===== src/rtl/mc_pkg.sv =====
// Shared types and constants for the memory-controller command scheduler.
package mc_pkg;

  // Default width of the refresh interval timer.
  localparam int RF_CNT_W_DEF = 16;

  // APB register offsets that feed the scheduler configuration.
  localparam int APB_REG_CTRL      = 0;
  localparam int APB_REG_RF_PERIOD = 12;

  // Who currently owns the array port; IDLE means nobody.
  typedef enum logic [1:0] {
    ST_IDLE = 2'd0,
    ST_WR   = 2'd1,
    ST_RD   = 2'd2,
    ST_RF   = 2'd3
  } state_e;

  // One-hot grant vector presented to the requesters.
  typedef struct packed {
    logic rf;
    logic rd;
    logic wr;
  } owner_t;

  // Decode the owning state into its one-hot grant vector.
  function automatic owner_t ownerOf(input state_e s);
    owner_t o;
    o = '0;
    case (s)
      ST_WR:   o.wr = 1'b1;
      ST_RD:   o.rd = 1'b1;
      ST_RF:   o.rf = 1'b1;
      default: o = '0;
    endcase
    return o;
  endfunction

endpackage


===== src/rtl/mc_rf_timer.sv =====
// Free-running refresh interval timer. Counts 0..period-1 while enabled and
// flags a one-cycle expire on the terminal count. The period is sampled at
// the start of every interval so a reprogrammed value only applies after the
// current interval wraps.
module mc_rf_timer
  import mc_pkg::*;
#(
  parameter int RF_CNT_W = RF_CNT_W_DEF
) (
  input  logic                clk_i,
  input  logic                rst_n_i,
  input  logic                cfgEn_i,
  input  logic [RF_CNT_W-1:0] period_i,
  output logic                expire_o
);

  localparam logic [RF_CNT_W-1:0] ONE = RF_CNT_W'(1);

  logic [RF_CNT_W-1:0] cnt_q, cnt_d;
  logic [RF_CNT_W-1:0] per_q;
  logic [RF_CNT_W-1:0] perClamp;
  logic [RF_CNT_W-1:0] perEff;

  // Clamp a zero period to one, pick the live period at interval start, and
  // compute the terminal-count expiry and next counter value.
  always_comb begin
    perClamp = (period_i == '0) ? ONE : period_i;
    perEff   = (cnt_q == '0) ? perClamp : per_q;
    expire_o = cfgEn_i && (cnt_q == (perEff - ONE));
    cnt_d    = '0;
    if (cfgEn_i && !expire_o) begin
      cnt_d = cnt_q + ONE;
    end
  end

  // Counter and the period captured for the interval in progress.
  always_ff @(posedge clk_i or negedge rst_n_i) begin
    if (!rst_n_i) begin
      cnt_q <= '0;
      per_q <= ONE;
    end else begin
      cnt_q <= cnt_d;
      per_q <= perEff;
    end
  end

endmodule


===== src/rtl/mc_sched.sv =====
// Array-port command scheduler: pending refreshes win outright, otherwise
// write and read alternate round-robin. Exactly one owner at a time, held
// until that owner's done pulse.
module mc_sched
  import mc_pkg::*;
#(
  parameter int RF_CNT_W = RF_CNT_W_DEF
) (
  input  logic                clk,
  input  logic                rst_n,
  input  logic                cfg_en,
  input  logic [RF_CNT_W-1:0] cfg_rf_period,
  input  logic                wr_req,
  input  logic                wr_done,
  input  logic                rd_req,
  input  logic                rd_done,
  input  logic                rf_done,
  output logic                wr_gnt,
  output logic                rd_gnt,
  output logic                rf_gnt,
  output logic                busy,
  output logic [1:0]          rf_pend_cnt,
  output logic                rf_overflow
);

  state_e     state_q, state_d;
  logic       lastWr_q, lastWr_d;
  logic [1:0] pendCnt_q, pendCnt_d;
  logic       overflow_q, overflow_d;
  logic       expire;
  logic       rfStart;
  owner_t     grant;

  mc_rf_timer #(
    .RF_CNT_W(RF_CNT_W)
  ) u_rf_timer (
    .clk_i    (clk),
    .rst_n_i  (rst_n),
    .cfgEn_i  (cfg_en),
    .period_i (cfg_rf_period),
    .expire_o (expire)
  );

  // Ownership decision in IDLE and release on the owner's own done pulse.
  always_comb begin
    state_d  = state_q;
    lastWr_d = lastWr_q;
    rfStart  = 1'b0;
    case (state_q)
      ST_IDLE: begin
        if (cfg_en) begin
          if (pendCnt_q != 2'd0) begin
            state_d = ST_RF;
            rfStart = 1'b1;
          end else if (wr_req && (!rd_req || !lastWr_q)) begin
            state_d  = ST_WR;
            lastWr_d = 1'b1;
          end else if (rd_req) begin
            state_d  = ST_RD;
            lastWr_d = 1'b0;
          end
        end
      end
      ST_WR:   if (wr_done) state_d = ST_IDLE;
      ST_RD:   if (rd_done) state_d = ST_IDLE;
      ST_RF:   if (rf_done) state_d = ST_IDLE;
      default: state_d = ST_IDLE;
    endcase
  end

  // Outstanding refresh bookkeeping: expiries add, starting a refresh
  // subtracts, both together cancel; saturation at 3 latches the overflow.
  always_comb begin
    pendCnt_d  = pendCnt_q;
    overflow_d = overflow_q;
    if (!cfg_en) begin
      pendCnt_d = 2'd0;
    end else begin
      if (expire && (pendCnt_q == 2'd3)) begin
        overflow_d = 1'b1;
      end
      if (expire && !rfStart && (pendCnt_q != 2'd3)) begin
        pendCnt_d = pendCnt_q + 2'd1;
      end else if (!expire && rfStart) begin
        pendCnt_d = pendCnt_q - 2'd1;
      end
    end
  end

  // Scheduler state, round-robin pointer and refresh bookkeeping registers.
  always_ff @(posedge clk or negedge rst_n) begin
    if (!rst_n) begin
      state_q    <= ST_IDLE;
      lastWr_q   <= 1'b0;
      pendCnt_q  <= 2'd0;
      overflow_q <= 1'b0;
    end else begin
      state_q    <= state_d;
      lastWr_q   <= lastWr_d;
      pendCnt_q  <= pendCnt_d;
      overflow_q <= overflow_d;
    end
  end

  assign grant       = ownerOf(state_q);
  assign wr_gnt      = grant.wr;
  assign rd_gnt      = grant.rd;
  assign rf_gnt      = grant.rf;
  assign busy        = (state_q != ST_IDLE);
  assign rf_pend_cnt = pendCnt_q;
  assign rf_overflow = overflow_q;

endmodule

===== config.mk =====
export PLATFORM = sky130hd
export DESIGN_NAME = mc_sched
export DESIGN_NICKNAME = d
export VERILOG_FILES = /design/src/rtl/mc_pkg.sv /design/src/rtl/mc_rf_timer.sv /design/src/rtl/mc_sched.sv
export SDC_FILE = /design/constraint.sdc
export NUM_CORES = 1
export LEC_CHECK = 0
export CORE_ASPECT_RATIO = 0.9
export CORE_MARGIN = 3
export CORE_UTILIZATION = 50
export CTS_CLUSTER_SIZE = 10
export DETAILED_ROUTE_END_ITERATION = 7
export DONT_BUFFER_PORTS = 1
export HOLD_SLACK_MARGIN = 0.06
export PLACE_DENSITY = 0.64
export SETUP_SLACK_MARGIN = 0.4
export SYNTH_ARGS = -nofsm -noshare
export SYNTH_HDL_FRONTEND = slang
export SYNTH_HIERARCHICAL = 1
export SYNTH_SLANG_ARGS = --single-unit

===== constraint.sdc =====
create_clock -name clk -period 4.9 [get_ports clk]
set_clock_uncertainty 0.05 [all_clocks]
set_input_delay 1.47 -clock clk [delete_from_list [all_inputs] [get_ports clk]]
set_output_delay 1.47 -clock clk [all_outputs]
set_load 0.005 [all_outputs]

==> results of run 1 <==
## layer usage
metal  track usage, %  vias to the layer above  part of all wire, %
met5                0                        -                    0
met4             5.85                        0                  1.0
met3             5.77                        8                  7.3
met2             35.1                       84                   46
met1             33.2                     1147                   46
li1                 -                     1155                    -
## Yosys cell counts (all sizes together) (9+ instances only)
cell   instances  area share [%]
nor2          15             2.0
nand3          9             1.6
nor4          15             6.0
dfrtp         37              32
a31oi         15             3.3
nand2         56             7.3
xor2          14             4.3
buf            9             2.0
mux2i         10             3.5
xnor2         30             9.1
o21ai          9             1.6
## registers in the layout, summed over array words and instances, names as in the netlist
name and flops:
rf_overflow 1, rf_pend_cnt 2, lastWr_q 1, state_q 2, u_rf_timer/per_q 16, u_rf_timer/cnt_q 16
## cell type report
type,instances,area (um^2)
fillers,482,2370
multi-input cells,261,1840
flip-flops and latches,38,952
clock buffers,7,86.3
well taps,67,83.8
repair buffers,6,45.0
inverters,8,30.0
clock inverters,1,5.00
## final timing paths
check | from | endpoint | slack, ps | depth (start not counted)
setup / recovery | cfg_rf_period[4] | rf_pend_cnt[1] | 710 | 14
max in group asynchronous | rst_n | u_rf_timer/per_q[0] | 3790 | 0
hold reg to reg | rf_overflow | rf_overflow | 460 | 1
hold / removal | rf_overflow | rf_overflow | 460 | 1
setup reg to reg | u_rf_timer/cnt_q[0] | rf_pend_cnt[1] | 750 | 16
min in group asynchronous | rst_n | u_rf_timer/cnt_q[11] | 820 | 0
## timing repair
action	CTS	global route
resized for setup	0	3
hold buffers	0	0
setup endpoints to repair	0	19
setup buffers	0	1
## critical path: cells and delay by family
kind            cells  cell delay [ps]
compound gates      4              760
simple gates        7             1390
mux                 1              230
xor+xnor            1              130
fa+ha+maj           1              340
## power by group
group	total, mW	switching, mW	leakage [nW]	internal, mW
clock	0.226	0.113	0.0482	0.114
sequential	0.404	0.0517	0.491	0.352
combinational	0.275	0.151	0.740	0.125
## metrics by stage
step / hold WS [ps] / utilization, % / total power [mW]
floorplan: 410 / - / 0.619
global placement: 451 / 54.2 / 0.676
detailed placement: 454 / 54.2 / 0.678
CTS: 469 / 55.8 / 0.905
global route: 505 / 56.2 / 0.958
finish: 460 / 56.2 / 0.906
## cell families (layout without fill, tap and decap cells)
group	Yosys count	count (layout)
simple gates	149	149
compound gates	48	48
xor+xnor	45	45
flops	38	38
buf+inv	21	22
mux	16	16
fa+ha+maj	3	3
==> flow_metrics.env, run 1 <==
export IMPL_start_util_pct=53.2
export IMPL_firstDrtPassIters=5
export IMPL_leakage_nw=1.28
export IMPL_io_pin_count=31
export IMPL_core_mm2=0.00541
export IMPL_remaining_drc_errors=0
export IMPL_dieArea_mm2=0.00671
export IMPL_grt_overflow=0
export IMPL_critPathMaxStageDelay_ps=360
export IMPL_rsz0062_at_grt="no"
export IMPL_synth_simple_area_share_pct=30.6
export IMPL_antenna_found_initial=0
export IMPL_design_area_mm2=0.00304
export IMPL_nNetsFinal=347
export IMPL_root_buffer="clkbuf_8"
export IMPL_tns_ps=0
export IMPL_dp_cells=379
export IMPL_layout_setup_ws_ps=714
export IMPL_synth_compound_area_share_pct=11.5
export IMPL_cts_htree_levels=2
export IMPL_worstSkewPairLatency_ps=290
export IMPL_layout_commonest_cell="nand2_1"
export IMPL_synth_xor_area_share_pct=14.2
export IMPL_async_flop_share_pct=100
export IMPL_synth_edf_count=0
export IMPL_avgViaCountPerCell=6.17
export IMPL_grt_pass1_vias=2330
export IMPL_grt_pass1_wl_mm=12.3
export IMPL_fin_crit_sh_pct=85.4
export IMPL_ir_drop_uv=168
export IMPL_max_slew_margin_rel_pct=53.7
export IMPL_netlist_area_mm2=0.00288
export IMPL_antenna_left=0
export IMPL_yosys_warnings=6
export IMPL_synthCells=320
export IMPL_mostFrequentLayoutCells="nand2_1 (56), dfrtp_1 (37), xnor2_1 (30)"
export IMPL_outcome="finished, final reports clean"
export IMPL_syn_num_nets=347
export IMPL_power_per_cell_area_mw_per_mm2=298
export IMPL_place_area_mm2=0.00293
export IMPL_place_ws_ps=239
export IMPL_numClockSinks=38
export IMPL_ys_seq_elements=38
export IMPL_cp_common_cell="o21ai_0"
export IMPL_worst_pin_slew_ps=689
export IMPL_crit_required_ps=5040
export IMPL_drive_above_1_share_pct=11.8
export IMPL_final_cells=388
export IMPL_hold_viol=0
export IMPL_drt_iter0_drc=164
export IMPL_portBuffers=0
export IMPL_numCtsBuffers=5
export IMPL_end_kind="flip-flop"
export IMPL_clkSlewWorstSetupHoldPaths_ps=80
export IMPL_worst_endpoint_arrival_ps=4320
export IMPL_dieWidth_um=86.0
export IMPL_drv_cap=0
export IMPL_place_hpwl_mm=5.41
export IMPL_syn_area_per_cell_um2=9.00
export IMPL_ys_seq_area_share_pct=33.0
export IMPL_wl_mm=7.30
export IMPL_synthMuxAreaShare_pct=5.82
export IMPL_drv_slew=0
export IMPL_crit_chain="nor4_2 -> a41o_1 -> mux2i_2 -> ha_2 -> nor4b_2 -> nand3_1 -> or3_1 -> xnor2_1 -> o2111ai_1 -> nor4_4 -> and4_2 -> o21ai_0 -> o21ai_0 -> and2_1"
export IMPL_avgRoutedWirePerCell_um=18.8
export IMPL_area_delta_synth_final_pct=5.56
export IMPL_final_min_clock_period_ps=4190
export IMPL_num_rows=25
export IMPL_critPathKind="in2reg"
export IMPL_critical_path_slowest_cell="or3_1"
export IMPL_grt_usage_pct=23.3
export IMPL_clk_path_buf_depth=2
export IMPL_grt_max_degree=39
export IMPL_timing_fmax_mhz=239
export IMPL_setup_viol=0
export IMPL_vias=2394
export IMPL_synth_main_ff_cell="dfrtp_1"
export IMPL_cts_tree="done"
export IMPL_synthAdderAreaFrac_pct=1.30
export IMPL_synth_distinct_cells=55
export IMPL_startpoint_type="input pin"
export IMPL_hp_class="reg2reg"
export IMPL_worstPathMaxFanout=10
export IMPL_globalplace_congestion=0.942
export IMPL_synth_top_family_by_area="simple AND/OR/NAND/NOR gates"
export IMPL_die_h_um=78.0
export IMPL_antenna_cells=0
No activity file was read; power rests on OpenSTA's default activity.
==> inputs of run 2 (changes only) <==
--- a/config.mk
+++ b/config.mk
@@ -6,12 +6,10 @@
 export NUM_CORES = 1
 export LEC_CHECK = 0
 export CORE_ASPECT_RATIO = 0.9
-export CORE_MARGIN = 3
 export CORE_UTILIZATION = 50
 export CTS_CLUSTER_SIZE = 10
 export DETAILED_ROUTE_END_ITERATION = 7
 export DONT_BUFFER_PORTS = 1
-export HOLD_SLACK_MARGIN = 0.06
 export PLACE_DENSITY = 0.64
 export SETUP_SLACK_MARGIN = 0.4
 export SYNTH_ARGS = -nofsm -noshare
==> flow_metrics.env, run 2 (synthesized netlist as in run 1, its figures left out) <==
export IMPL_avgRoutedWirePerCell_um=18.5
export IMPL_dp_cells=379
export IMPL_grt_max_degree=39
export IMPL_clkSlewWorstSetupHoldPaths_ps=80
export IMPL_startpoint_type="input pin"
export IMPL_final_min_clock_period_ps=4170
export IMPL_power_per_cell_area_mw_per_mm2=326
export IMPL_cts_htree_levels=2
export IMPL_numCtsBuffers=5
export IMPL_end_kind="flip-flop"
export IMPL_layout_setup_ws_ps=727
export IMPL_firstDrtPassIters=4
export IMPL_highest_layer="met4"
export IMPL_place_area_mm2=0.00293
export IMPL_fin_crit_sh_pct=85.2
export IMPL_layout_commonest_cell="nand2_1"
export IMPL_grt_pass1_vias=2175
export IMPL_max_slew_margin_rel_pct=53.0
export IMPL_clk_path_buf_depth=2
export IMPL_portBuffers=0
export IMPL_antenna_found_initial=0
export IMPL_nNetsFinal=348
export IMPL_die_h_um=74.0
export IMPL_reg_largest_list="u_rf_timer/cnt_q x16, u_rf_timer/per_q x16"
export IMPL_place_hpwl_mm=5.30
export IMPL_drv_cap=0
export IMPL_wl_mm=7.18
export IMPL_worst_endpoint_arrival_ps=4300
export IMPL_io_pin_count=31
export IMPL_timing_fmax_mhz=240
export IMPL_wl_met3_um=528
export IMPL_numClockSinks=38
export IMPL_root_buffer="clkbuf_8"
export IMPL_remaining_drc_errors=0
export IMPL_setup_viol=0
export IMPL_worst_r2r_setup_slack_ps=810
export IMPL_area_delta_synth_final_pct=7.43
export IMPL_drv_slew=0
export IMPL_nFillCells=512
export IMPL_globalplace_congestion=0.954
export IMPL_crit_required_ps=5030
export IMPL_start_util_pct=53.2
export IMPL_worstPathMaxFanout=10
export IMPL_vias=2419
export IMPL_critPathKind="in2reg"
export IMPL_grt_usage_pct=25.4
export IMPL_rsz0062_at_grt="no"
export IMPL_num_rows=25
export IMPL_drive_above_1_share_pct=12.4
export IMPL_cts_tree="done"
export IMPL_fin_hold_ws_ps=451
export IMPL_tns_ps=0
export IMPL_design_area_mm2=0.00310
export IMPL_grt_pass1_wl_mm=11.3
export IMPL_drt_iter0_drc=166
export IMPL_core_mm2=0.00541
export IMPL_grt_overflow=0
export IMPL_hp_class="reg2reg"
export IMPL_dieArea_mm2=0.00607
export IMPL_antenna_left=0
export IMPL_ir_drop_uv=212
export IMPL_leakage_nw=1.30
export IMPL_avgViaCountPerCell=6.22
export IMPL_worstSkewPairLatency_ps=300
export IMPL_outcome="finished, final reports clean"
export IMPL_hold_viol=0
export IMPL_met1_length_mm=3.35
export IMPL_dr_wl_met2_mm=3.18
export IMPL_place_ws_ps=217
export IMPL_dieWidth_um=82.0
export IMPL_mostFrequentLayoutCells="nand2_1 (56), dfrtp_1 (37), xnor2_1 (30)"
export IMPL_final_cells=389
export IMPL_worst_pin_slew_ps=700
export IMPL_antenna_cells=0
[run 2: cell types whose count changed in the layout (fill, tap and decap cells not counted), sizes merged]
cell    change
bufinv      +2
clkbuf      -2
buf         +1
[run 2: report_power, final]
| part | total, mW | leakage (nW) | switching (mW) | internal [mW] |
|---|---|---|---|---|
| logic | 0.278 | 0.745 | 0.152 | 0.126 |
| clock network | 0.328 | 0.0683 | 0.124 | 0.204 |
| registers | 0.404 | 0.491 | 0.0521 | 0.352 |
| total | 1.01 | 1.30 | 0.328 | 0.682 |
[run 2: worst max-delay path, stage by stage]
cell       delay, ps
nor4_2            30
a41o_1           250
mux2i_2          270
ha_2             350
nor4b_2          280
nand3_1          160
or3_1            340
xnor2_1          160
o2111ai_1        170
nor4_4           190
and4_2           340
nand3b_1          90
o2111ai_1         90
o21ai_0          110
[run 2: timing repair]
item / CTS / global route
setup buffers: 0 / 2
gates resized for setup: 0 / 3
endpoints found under the setup margin: 0 / 17
hold buffers: 0 / 0
[run 2: metrics by stage]
stage          power, mW  utilization, %
6_report            1.01            57.2
3_3_place_gp       0.677            54.2
3_5_place_dp       0.680            54.2
4_1_cts             1.01            56.7
5_1_grt             1.06            57.2
2_1_floorplan      0.619               -
[run 2: worst paths after layout]
kind	startpoint	to	cells after the start
worst max-delay path	cfg_rf_period[4]	rf_pend_cnt[0]	14
worst min-delay path	rf_overflow	rf_overflow	1
worst max register to register	u_rf_timer/cnt_q[0]	rf_pend_cnt[0]	17
worst min register to register	rf_overflow	rf_overflow	1
max in group asynchronous	rst_n	u_rf_timer/per_q[0]	0
min in group asynchronous	rst_n	u_rf_timer/per_q[9]	0
[run 2: area by class of cell]
class	instances	area (um^2)	area share (%)
sequential	38	952	30.8
clock buffer	5	68.8	2.22
multi-input combinational	261	1840	59.4
tap	67	83.8	2.71
clock inverter	3	68.8	2.22
timing repair buffer	7	52.6	1.70
inverter	8	30.0	0.970
[run 2: per-layer routing]
layer / vias to the layer above / global-route usage [%]
met3: 11 / 5.77
met4: 0 / 10.3
met5: - / 0
met2: 96 / 37.0
li1: 1153 / -
met1: 1159 / 36.1
==> inputs of run 3 (changes only) <==
--- a/config.mk
+++ b/config.mk
@@ -6,12 +6,13 @@
 export NUM_CORES = 1
 export LEC_CHECK = 0
 export CORE_ASPECT_RATIO = 0.9
-export CORE_UTILIZATION = 50
+export CORE_UTILIZATION = 55
 export CTS_CLUSTER_SIZE = 10
 export DETAILED_ROUTE_END_ITERATION = 7
 export DONT_BUFFER_PORTS = 1
-export PLACE_DENSITY = 0.64
+export PLACE_DENSITY = 0.69
 export SETUP_SLACK_MARGIN = 0.4
+export SLEW_MARGIN = 20
 export SYNTH_ARGS = -nofsm -noshare
 export SYNTH_HDL_FRONTEND = slang
 export SYNTH_HIERARCHICAL = 1
==> flow_metrics.env, run 3 (synthesized netlist as in run 1, its figures left out) <==
export IMPL_numCtsBuffers=5
export IMPL_nNetsFinal=347
export IMPL_die_h_um=70.7
export IMPL_reg_largest_list="u_rf_timer/cnt_q x16, u_rf_timer/per_q x16"
export IMPL_hp_start="rf_overflow"
export IMPL_end_kind="flip-flop"
export IMPL_area_delta_synth_final_pct=5.04
export IMPL_crit_start="cfg_rf_period[4]"
export IMPL_grt_overflow=0
export IMPL_worst_r2r_setup_slack_ps=810
export IMPL_setup_viol=0
export IMPL_dieWidth_um=78.3
export IMPL_drv_slew=0
export IMPL_hp_class="reg2reg"
export IMPL_numClockSinks=38
export IMPL_outcome="finished, final reports clean"
export IMPL_drv_cap=0
export IMPL_worst_endpoint_arrival_ps=4390
export IMPL_nFillCells=447
export IMPL_p_seq_share_pct=45.1
export IMPL_clkSlewWorstSetupHoldPaths_ps=80
export IMPL_clock_power_share_pct=24.1
export IMPL_cts_tree="done"
export IMPL_place_area_mm2=0.00293
export IMPL_critPathKind="in2reg"
export IMPL_startpoint_type="input pin"
export IMPL_globalplace_congestion=0.949
export IMPL_wl_mm=7.21
export IMPL_max_slew_margin_rel_pct=49.0
export IMPL_power_per_cell_area_mw_per_mm2=297
export IMPL_final_min_clock_period_ps=4190
export IMPL_remaining_drc_errors=0
export IMPL_avgViaCountPerCell=6.21
export IMPL_antenna_left=0
export IMPL_dieArea_mm2=0.00553
export IMPL_num_rows=24
export IMPL_hold_viol=0
export IMPL_mostFrequentLayoutCells="nand2_1 (56), dfrtp_1 (37), xnor2_1 (30)"
export IMPL_switchingPower_mw=0.325
export IMPL_worstSkewPairLatency_ps=300
export IMPL_power_report_internal_total_mw=0.573
export IMPL_layout_commonest_cell="nand2_1"
export IMPL_portBuffers=0
export IMPL_tns_ps=0
export IMPL_core_mm2=0.00495
export IMPL_worst_pin_slew_ps=759
export IMPL_r2r_start="u_rf_timer/cnt_q[5]"
export IMPL_ir_drop_uv=166
export IMPL_pwr_share_comb_pct=30.9
export IMPL_vias=2390
export IMPL_cts_htree_levels=2
export IMPL_grt_pass1_wl_mm=11.8
export IMPL_place_ws_ps=220
export IMPL_grt_pass1_vias=2257
export IMPL_swShare_pct=36.2
export IMPL_avgRoutedWirePerCell_um=18.7
export IMPL_leakage_nw=1.28
export IMPL_antenna_found_initial=0
export IMPL_grt_max_degree=39
export IMPL_layout_setup_ws_ps=708
export IMPL_drt_iter0_drc=119
export IMPL_rsz0062_at_grt="no"
export IMPL_firstDrtPassIters=4
export IMPL_crit_required_ps=5100
export IMPL_design_area_mm2=0.00303
export IMPL_worstPathMaxFanout=10
export IMPL_fin_crit_sh_pct=85.6
export IMPL_timing_fmax_mhz=239
export IMPL_start_util_pct=58.2
export IMPL_drive_above_1_share_pct=11.9
export IMPL_root_buffer="clkbuf_8"
export IMPL_antenna_cells=0
export IMPL_clk_path_buf_depth=2
export IMPL_place_hpwl_mm=5.10
export IMPL_grt_usage_pct=27.9
export IMPL_io_pin_count=31
[run 3: changes by cell type in the layout (fill, tap and decap cells not counted), sizes merged]
cell    delta
clkinv     +1
buf        -1
bufinv     -2
[run 3: path summary, 6_finish.rpt]
check	to	cells past startpoint
max reg2reg	rf_pend_cnt[1]	14
max in group asynchronous	u_rf_timer/per_q[0]	0
min	rf_overflow	1
min in group asynchronous	rf_pend_cnt[1]	0
min reg2reg	rf_overflow	1
max	rf_pend_cnt[1]	14
[run 3: metal layers]
layer | global-route usage, % | up-vias | wire (um)
met5 | 0 | - | 0
met4 | 9.26 | 0 | 93
met3 | 6.19 | 9 | 515
met2 | 41.7 | 86 | 3280
met1 | 40.0 | 1146 | 3320
li1 | - | 1149 | -
[run 3: stage by stage]
step	power (mW)	util (%)	cells	hold slack [ps]
floorplan	0.619	-	320	410
global placement	0.671	59.1	377	433
detailed placement	0.677	59.1	377	435
CTS	0.889	60.7	384	453
global route	0.945	61.1	385	486
finish	0.897	61.1	385	447
[run 3: critical path: stages]
cell and delay, ps:
nor4_2 40, a41o_1 260, mux2i_2 260, ha_2 340
nor4b_2 270, nand3_1 170, or3_1 350, xnor2_1 180
o2111ai_1 170, nor4_4 180, and4_2 330, a21oi_1 80
o21ai_0 150, and2_1 130
[run 3: cell type report]
| class | instances | area (um^2) | area share [%] |
|---|---|---|---|
| Clock inverter | 2 | 10.0 | 0.331 |
| Inverter | 8 | 30.0 | 0.992 |
| Tap cell | 65 | 81.3 | 2.69 |
| Clock buffer | 5 | 68.8 | 2.27 |
| Timing Repair Buffer | 6 | 45.0 | 1.49 |
| Sequential cell | 38 | 952 | 31.5 |
| Multi-Input combinational cell | 261 | 1840 | 60.8 |
[run 3: power by group through the flow]
| stage | clock (mW) | combinational, mW | sequential (mW) |
|---|---|---|---|
| 4_1_cts | 0.217 | 0.270 | 0.402 |
| 6_report | 0.216 | 0.277 | 0.404 |
| 3_3_place_gp | 0 | 0.264 | 0.407 |
| 2_1_floorplan | 0 | 0.225 | 0.394 |
| 3_5_place_dp | 0 | 0.269 | 0.408 |
| 5_1_grt | 0.230 | 0.304 | 0.411 |
[run 3: timing repair]
action / CTS / global route
hold buffers: 0 / 0
gates resized for setup: 0 / 3
endpoints found under the hold margin: 0 / 0
buffers inserted: 0 / 1
endpoints found under the setup margin: 0 / 19
